[src/rtl/result_reporter_pkg.sv]
// Shared constants, state encoding and frame-byte selection for result_reporter.
package result_reporter_pkg;

  localparam logic [7:0]  HDR_BYTE_DEFAULT = 8'hA5;
  localparam int unsigned FRAME_LEN        = 9;
  localparam int unsigned IDX_W            = 4;

  typedef enum logic [1:0] {
    RUN  = 2'd0,
    SEND = 2'd1,
    DONE = 2'd2
  } state_t;

  // Frame: header, result word LSB first, then cycle count LSB first.
  function automatic logic [7:0] frame_byte(input logic [IDX_W-1:0] idx,
                                            input logic [7:0]       hdr,
                                            input logic [31:0]      data,
                                            input logic [31:0]      cnt);
    case (idx)
      4'd0:    return hdr;
      4'd1:    return data[7:0];
      4'd2:    return data[15:8];
      4'd3:    return data[23:16];
      4'd4:    return data[31:24];
      4'd5:    return cnt[7:0];
      4'd6:    return cnt[15:8];
      4'd7:    return cnt[23:16];
      4'd8:    return cnt[31:24];
      default: return 8'h00;
    endcase
  endfunction

endpackage

[src/rtl/result_reporter_if.sv]
// Valid/ready byte stream carrying the report frame.
interface result_reporter_if;
  logic       tx_valid;
  logic       tx_ready;
  logic [7:0] tx_data;

  modport master (output tx_valid, output tx_data, input tx_ready);
  modport slave  (input tx_valid, input tx_data, output tx_ready);
endinterface

[src/rtl/result_reporter_sat_counter.sv]
// Saturating up-counter with synchronous clear.
module sat_counter #(
  parameter int unsigned WIDTH = 32
) (
  input  logic             clk,
  input  logic             clear,
  input  logic             enable,
  output logic [WIDTH-1:0] count
);

  always_ff @(posedge clk) begin
    if (clear)
      count <= '0;
    else if (enable && (count != '1))
      count <= count + WIDTH'(1);
  end

endmodule

[src/rtl/result_reporter.sv]
// Counts running cycles until the core halts, then reports result and count
// as a 9-byte frame over a valid/ready byte stream.
module result_reporter
  import result_reporter_pkg::*;
#(
  parameter int unsigned WORD_WIDTH = 32,
  parameter logic [7:0]  HDR_BYTE   = HDR_BYTE_DEFAULT
) (
  input  logic                  clk,
  input  logic                  rst,
  input  logic                  halt,
  input  logic [WORD_WIDTH-1:0] final_data,
  result_reporter_if.master     tx,
  output logic                  busy,
  output logic                  report_done,
  output logic [31:0]           cycles
);

  state_t           state_q, state_d;
  logic [IDX_W-1:0] idx_q, idx_d;
  logic [31:0]      cap_data, cap_cycles;
  logic             cap_en;
  logic             count_en;

  sat_counter #(.WIDTH(32)) u_counter (
    .clk    (clk),
    .clear  (rst),
    .enable (count_en),
    .count  (cycles)
  );

  always_ff @(posedge clk) begin
    if (rst) begin
      state_q    <= RUN;
      idx_q      <= '0;
      cap_data   <= '0;
      cap_cycles <= '0;
    end else begin
      state_q <= state_d;
      idx_q   <= idx_d;
      // Count is sampled before this edge's increment, which is suppressed anyway since halt=0.
      if (cap_en) begin
        cap_data   <= 32'(final_data);
        cap_cycles <= cycles;
      end
    end
  end

  always_comb begin
    state_d     = state_q;
    idx_d       = idx_q;
    cap_en      = 1'b0;
    count_en    = 1'b0;
    busy        = 1'b0;
    report_done = 1'b0;
    tx.tx_valid = 1'b0;
    tx.tx_data  = '0;
    case (state_q)
      RUN: begin
        count_en = halt;
        if (!halt) begin
          cap_en  = 1'b1;
          idx_d   = '0;
          state_d = SEND;
        end
      end
      SEND: begin
        busy        = 1'b1;
        tx.tx_valid = 1'b1;
        tx.tx_data  = frame_byte(idx_q, HDR_BYTE, cap_data, cap_cycles);
        if (tx.tx_ready) begin
          if (idx_q == IDX_W'(FRAME_LEN - 1))
            state_d = DONE;
          else
            idx_d = idx_q + IDX_W'(1);
        end
      end
      DONE: report_done = 1'b1;
      default: state_d = RUN;
    endcase
  end

endmodule

[src/flat_wrapper.sv]
// flat-port wrapper written by rule: the top's interface ports become plain ports
module result_reporter_flat import result_reporter_pkg::*;
#(
  parameter int unsigned WORD_WIDTH = 32,
  parameter logic [7:0]  HDR_BYTE   = HDR_BYTE_DEFAULT
)
  (clk, rst, halt, final_data, busy, report_done, cycles, tx_tx_valid, tx_tx_data, tx_tx_ready);
  result_reporter_if tx_i ();
  input  logic clk;
  input  logic rst;
  input  logic halt;
  input  logic [WORD_WIDTH-1:0] final_data;
  output logic busy;
  output logic report_done;
  output logic [31:0] cycles;
  output wire logic [$bits(tx_i.tx_valid)-1:0] tx_tx_valid;
  output wire logic [$bits(tx_i.tx_data)-1:0] tx_tx_data;
  input wire logic [$bits(tx_i.tx_ready)-1:0] tx_tx_ready;
  assign tx_tx_valid = tx_i.tx_valid;
  assign tx_tx_data = tx_i.tx_data;
  assign tx_i.tx_ready = tx_tx_ready;
  result_reporter #(.WORD_WIDTH(WORD_WIDTH), .HDR_BYTE(HDR_BYTE)) u_core (.clk(clk), .rst(rst), .halt(halt), .final_data(final_data), .tx(tx_i), .busy(busy), .report_done(report_done), .cycles(cycles));
endmodule
[config.mk]
export PLATFORM = sky130hd
export DESIGN_NAME = result_reporter_flat
export DESIGN_NICKNAME = d
export VERILOG_FILES = /design/src/rtl/result_reporter_pkg.sv /design/src/rtl/result_reporter_if.sv /design/src/rtl/result_reporter_sat_counter.sv /design/src/rtl/result_reporter.sv /design/src/flat_wrapper.sv
export SDC_FILE = /design/constraint.sdc
export NUM_CORES = 1
export LEC_CHECK = 0
export ABC_AREA = 1
export CORE_MARGIN = 4
export CORE_UTILIZATION = 50
export DETAILED_ROUTE_END_ITERATION = 8
export HOLD_SLACK_MARGIN = 0.08
export PLACE_DENSITY = 0.72
export SETUP_SLACK_MARGIN = 0.02
export SLEW_MARGIN = 20
export SYNTH_ARGS = -nofsm -noshare
export SYNTH_HDL_FRONTEND = slang
export SYNTH_SLANG_ARGS = --single-unit
[constraint.sdc]
create_clock -name clk -period 2.3 [get_ports clk]
set_input_delay 0.575 -clock clk [delete_from_list [all_inputs] [get_ports clk]]
set_output_delay 0.575 -clock clk [all_outputs]
set_load 0.01 [all_outputs]
* After elaboration in Yosys (flattened, before gate mapping)
Index checks and enable logic that the tools add are counted.
** Storage, ports and cells
- Register bits :: 102
- Output and inout bits :: 43
- Logic and storage cells :: 44
** Cells by class
- $add $sub $neg :: 2
- Equal/unequal tests :: 15
- Muxes and demuxes :: 15
- Bitwise gates (word level) :: 1
- Reductions and logical operators :: 6
** Operators with widths (number)
- case mux 8 bit (9 select lines) :: 1
- adder 32 x 1 -> 32 bit, second input constant :: 1
- inequality test 32 bit, second input constant :: 1
- equality test 4 x 3 -> 1 bit, second input constant :: 4
- 2-to-1 mux 4 bit :: 3
- equality test 4 x 2 -> 1 bit, second input constant :: 2
- 2-to-1 mux 8 bit :: 1
- case mux 4 bit (2 select lines) :: 1
- AND reduction 4 bit :: 2
- 2-to-1 mux 2 bit :: 3
- inequality test 2 bit, second input constant :: 3
- case mux 2 bit (3 select lines) :: 1
- 2-to-1 mux 1 bit :: 5
- adder 4 x 1 -> 4 bit, second input constant :: 1
- equality test 4 x 1 -> 1 bit, second input constant :: 1
- equality test 4 bit, second input constant :: 1
- zero test 4 bit :: 1
- equality test 2 x 1 -> 1 bit, second input constant :: 1
- equality test 2 bit, second input constant :: 1
- zero test 2 bit :: 1
- inequality test 2 x 1 -> 1 bit, second input constant :: 1
- nonzero test 2 bit :: 1
- logical AND 1 bit :: 1
- inverter 1 bit :: 1

* Logic depth before layout (Yosys ltp)
- Depth in word-level cells :: 4
- Depth in mapped cells :: 11

* Modules after synthesis
From an unflattened synthesis, not the netlist that was laid out.
** Unflattened totals
- Cells, all modules :: 826
- Area, all modules :: 5557.8 um2
** By module, submodules not included
- result_reporter :: instances 1, cells an instance 502, area each 3495.9 um2
- sat_counter :: instances 1, cells an instance 324, area each 2062.0 um2

* Worst setup path before layout
OpenSTA, ideal clock, no wires.
- Path kind :: register to output
- From :: reg u_core.idx_q[0]
- To :: out tx_tx_data[4]
- Arrival :: 1.386 ns
- Data required time :: 1.725 ns
- Setup slack :: 0.339 ns
- Stages on the path, launching flop included :: 10
- Buffers on the path :: 1
- Path through :: dfxtp_1 inv_1 ha_1 inv_1 nor3_1 buf_2 nand2_1 nand2_1 nor2_1 a21oi_1
** Between the ends
- Longest elaborated chain between the ends :: 3
** Ends and longest elaborated chain
- from (decl) :: RTL line result_reporter.sv:20 : logic [IDX_W-1:0] idx_q, idx_d;
- from (signal assigned) :: RTL line result_reporter.sv:40 : idx_q <= idx_d;
- equality test 4 bit, or another cell as far along :: RTL line result_reporter_pkg.sv:19 : case (idx)
- case mux 8 bit (9 select lines) (*) :: RTL line result_reporter_pkg.sv:19
- 2-to-1 mux 8 bit (*) :: RTL line result_reporter.sv:58 : case (state_q)
- to (decl) :: RTL line flat_wrapper.sv:17 : output wire logic [$bits(tx_i.tx_data)-1:0] tx_tx_data;
Every way passes the cells marked *; elsewhere a longest branch is shown, timed or not.

* Final worst setup path
- From :: reg u_core.idx_q[1]
- To :: out tx_tx_data[5]
The elaborated chain is that of the path after synthesis.

==> flow_summary.yaml <==
placed_design:
  place.gp.congestion: 0.954
  io_buffers: 78
  dpl.hpwl_mm: 11.0
  postPlaceCellArea_um2: 6100
  dp_cells: 970
clock_network:
  cts_tree: "yes"
  ctsHoldBuffers: 0
  max-clock-path-buffers: 2
  root_buffer: "clkbuf_8"
  cts.reportedPaths.clkPinSlew_ns: 0.10
  numCtsBuffers: 9
  cts_sinks: 102
  clock_latency_ns: 0.37
  htreeDepth: 3
grt:
  grt_max_degree: 93
  grt_pass1_vias: 5000
  grt_pass1_wl_mm: 24.3
  antenna_found_initial: 0
  overflow: 0
  grt_use_total: 0.259
floorplan:
  die_y_um: 109
  die-area_um2: 11800
  io_pins: 79
  num_rows: 36
  initial_core_util: 0.518
  die_w_um: 109
  core_area_um2: 9820
detailed_routing:
  first_iter_violations: 272
  dr.pass1.iters: 5
  ant_nets: 0
  wirelength_mm: 15.1
  vias: 5248
  wl_per_cell_um: 15.1
  routed_via_density: 5.26
  drc: 0
logic_synthesis:
  syn_area_um2: 5080
  syn_nets: 804
  synth-async-reset-ratio: 0
  ys_seq_area_frac: 0.402
  synth-edff-count: 0
  synth_cell_types: 32
  synthCells: 763
  synth_warnings: 0
  synth_seq_cells: 102
  synth_flop_cell: "dfxtp_1"
  post_synth.cell_area_avg_um2: 6.66
power:
  power.density_nw_per_um2: 535
  p_leak_nw: 2.73
  ir_drop_mv: 0.345
timing:
  finalHoldViolCount: 0
  fin_crit_sh: 1.05
  slew_viol_final: 0
  worstMarginPinSlew_ns: 0.411
  fin_skew_ns: 0.0113
  fmax_mhz: 413
  slew-limit-headroom: 0.725
  min_period_ns: 2.42
  fin_hold_ws_ns: 0.467
  finalSetupViolCount: 8
  layout_setup_ws_ns: -0.123
  rsz0062_at_grt: "true"
outcome:
  outcome: "complete, but fails checks"
  failed_checks: "negative setup slack"
min_path:
  whs_path_depth: 2
  hold_path_end: "u_core.cap_data[25]"
  hp-class: "reg2reg"
  hold_start: "u_core.cap_data[25]"
worst_setup_path:
  r2r_slack_ns: 0.25
  critical_path_required_ns: 1.73
  critPathArrivalTime_ns: 1.85
  timing.rr.end: "u_core.u_counter.count[1]"
  crit_path_start_kind: "flip-flop"
  worst-r2r-cell-count: 10
  crit_fanout: 8
  crit_type: "reg2out"
  crit_path_end_kind: "primary output"
  r2r_start: "u_core.u_counter.count[1]"
cells_and_area:
  insertedDiodeCount: 0
  fin_cells: 997
  multi_input_area_um2: 2760
  syn_to_final_growth_pct: 28.4
  fin_area_um2: 6530
  regArea_um2: 2050
  nFillCells: 904
  drive_above_1_share: 0.153
  nets: 900
job:
  max-cap-violations: 0
[placed cells by master (no fill, tap or decap), types with 5 or more instances in the layout]
master / instances
clkbuf_8: 9
buf_4: 34
nand3_2: 10
a21oi_1: 60
nand3_1: 43
nor2_2: 7
nand4_1: 6
buf_2: 8
nand2_1: 135
xor2_1: 5
inv_1: 57
clkdlybuf4s50_1: 70
inv_2: 9
dfxtp_1: 98
o21ai_0: 70
nor2_1: 174
nand2_2: 10
nor2_4: 5
[Yosys cell counts (3+ instances only)]
library cell / n / share of area
a21oi_1: 63 / 0.062
xor2_1: 5 / 0.0086
nor2_1: 178 / 0.13
nand2_2: 4 / 0.0049
nor2_4: 4 / 0.0089
o22ai_1: 4 / 0.0049
buf_6: 6 / 0.013
a211oi_1: 3 / 0.0044
nand3_2: 4 / 0.0079
clkbuf_1: 19 / 0.014
buf_2: 6 / 0.0059
nand2_1: 141 / 0.10
inv_1: 68 / 0.050
nand2_4: 3 / 0.0066
nor2_2: 4 / 0.0049
ha_1: 5 / 0.012
nand3_1: 50 / 0.049
dfxtp_1: 102 / 0.40
o21ai_0: 72 / 0.071
nand4_1: 6 / 0.0074
[worst max path at each step]
stage                               start       endpoint  cells past startpoint
after floorplan           u_core.idx_q[0]  tx_tx_data[4]                      9
after global placement    u_core.idx_q[0]  tx_tx_data[5]                     10
after detailed placement  u_core.idx_q[0]  tx_tx_data[5]                     10
after CTS                 u_core.idx_q[1]  tx_tx_data[0]                     10
after global routing      u_core.idx_q[1]  tx_tx_data[3]                      9
final                     u_core.idx_q[1]  tx_tx_data[5]                     10
[layer usage]
| layer | part of all wire | GRT usage | vias to the layer above |
|---|---|---|---|
| met5 | 0 | 0 | - |
| met4 | 0.029 | 0.0830 | 0 |
| met3 | 0.060 | 0.0533 | 28 |
| met2 | 0.47 | 0.440 | 161 |
| met1 | 0.44 | 0.331 | 2418 |
| li1 | - | - | 2641 |
[power breakdown]
group	internal [mW]	leakage [nW]	total, mW	switching (mW)
clock network	0.512	0.0912	1.14	0.627
logic	0.191	1.80	0.429	0.238
registers	1.86	0.839	1.92	0.0644
total	2.56	2.73	3.49	0.929
[logic make-up after synthesis]
group,after synthesis,synth area share
flip-flops,102,0.402
XOR/XNOR,5,0.00861
buffers and inverters,102,0.0883
AND/OR/NAND/NOR,403,0.341
AO/OA/AOI/OAI,146,0.148
adder cells (fa/ha/maj),5,0.0123
[flip-flops by register name, indices dropped and copies added (netlist names)]
register,cells
u_core.cap_cycles,32
u_core.cap_data,32
u_core.u_counter.count,32
u_core.idx_q,4
u_core.state_q,2
[area by class of cell]
class | instances | area share
clock buffers | 12 | 0.0207
flip-flops and latches | 102 | 0.315
repair buffers | 118 | 0.167
well taps | 133 | 0.0255
clock inverters | 4 | 0.00843
inverters | 69 | 0.0408
multi-input cells | 559 | 0.423
[critical path, cell delays in order (launching register included)]
cell	delay [ns]
dfxtp_4	0.38
buf_6	0.11
ha_4	0.14
inv_4	0.04
nor3_4	0.18
buf_6	0.17
nand2_2	0.05
nand3_2	0.06
nor2_2	0.05
a21oi_2	0.16
buf_2	0.15
[per-stage QoR]
step	setup slack, ns	power [mW]	TNS (ns)	util
6_report	-0.123	3.49	-0.716	0.665
5_1_grt	-0.215	3.63	-1.46	0.665
4_1_cts	-0.111	3.50	-0.677	0.650
3_5_place_dp	-0.250	2.37	-1.80	0.622
3_3_place_gp	-0.173	2.36	-1.21	0.622
2_1_floorplan	0.339	2.17	0	-
[repair_timing]
item                       4_1_cts  5_1_grt
resized for setup               62       31
pin swaps                        9       17
setup buffers                    4        7
setup endpoints to repair       10       10
cloned                           0        0
Power figures use the tool's default switching activity.
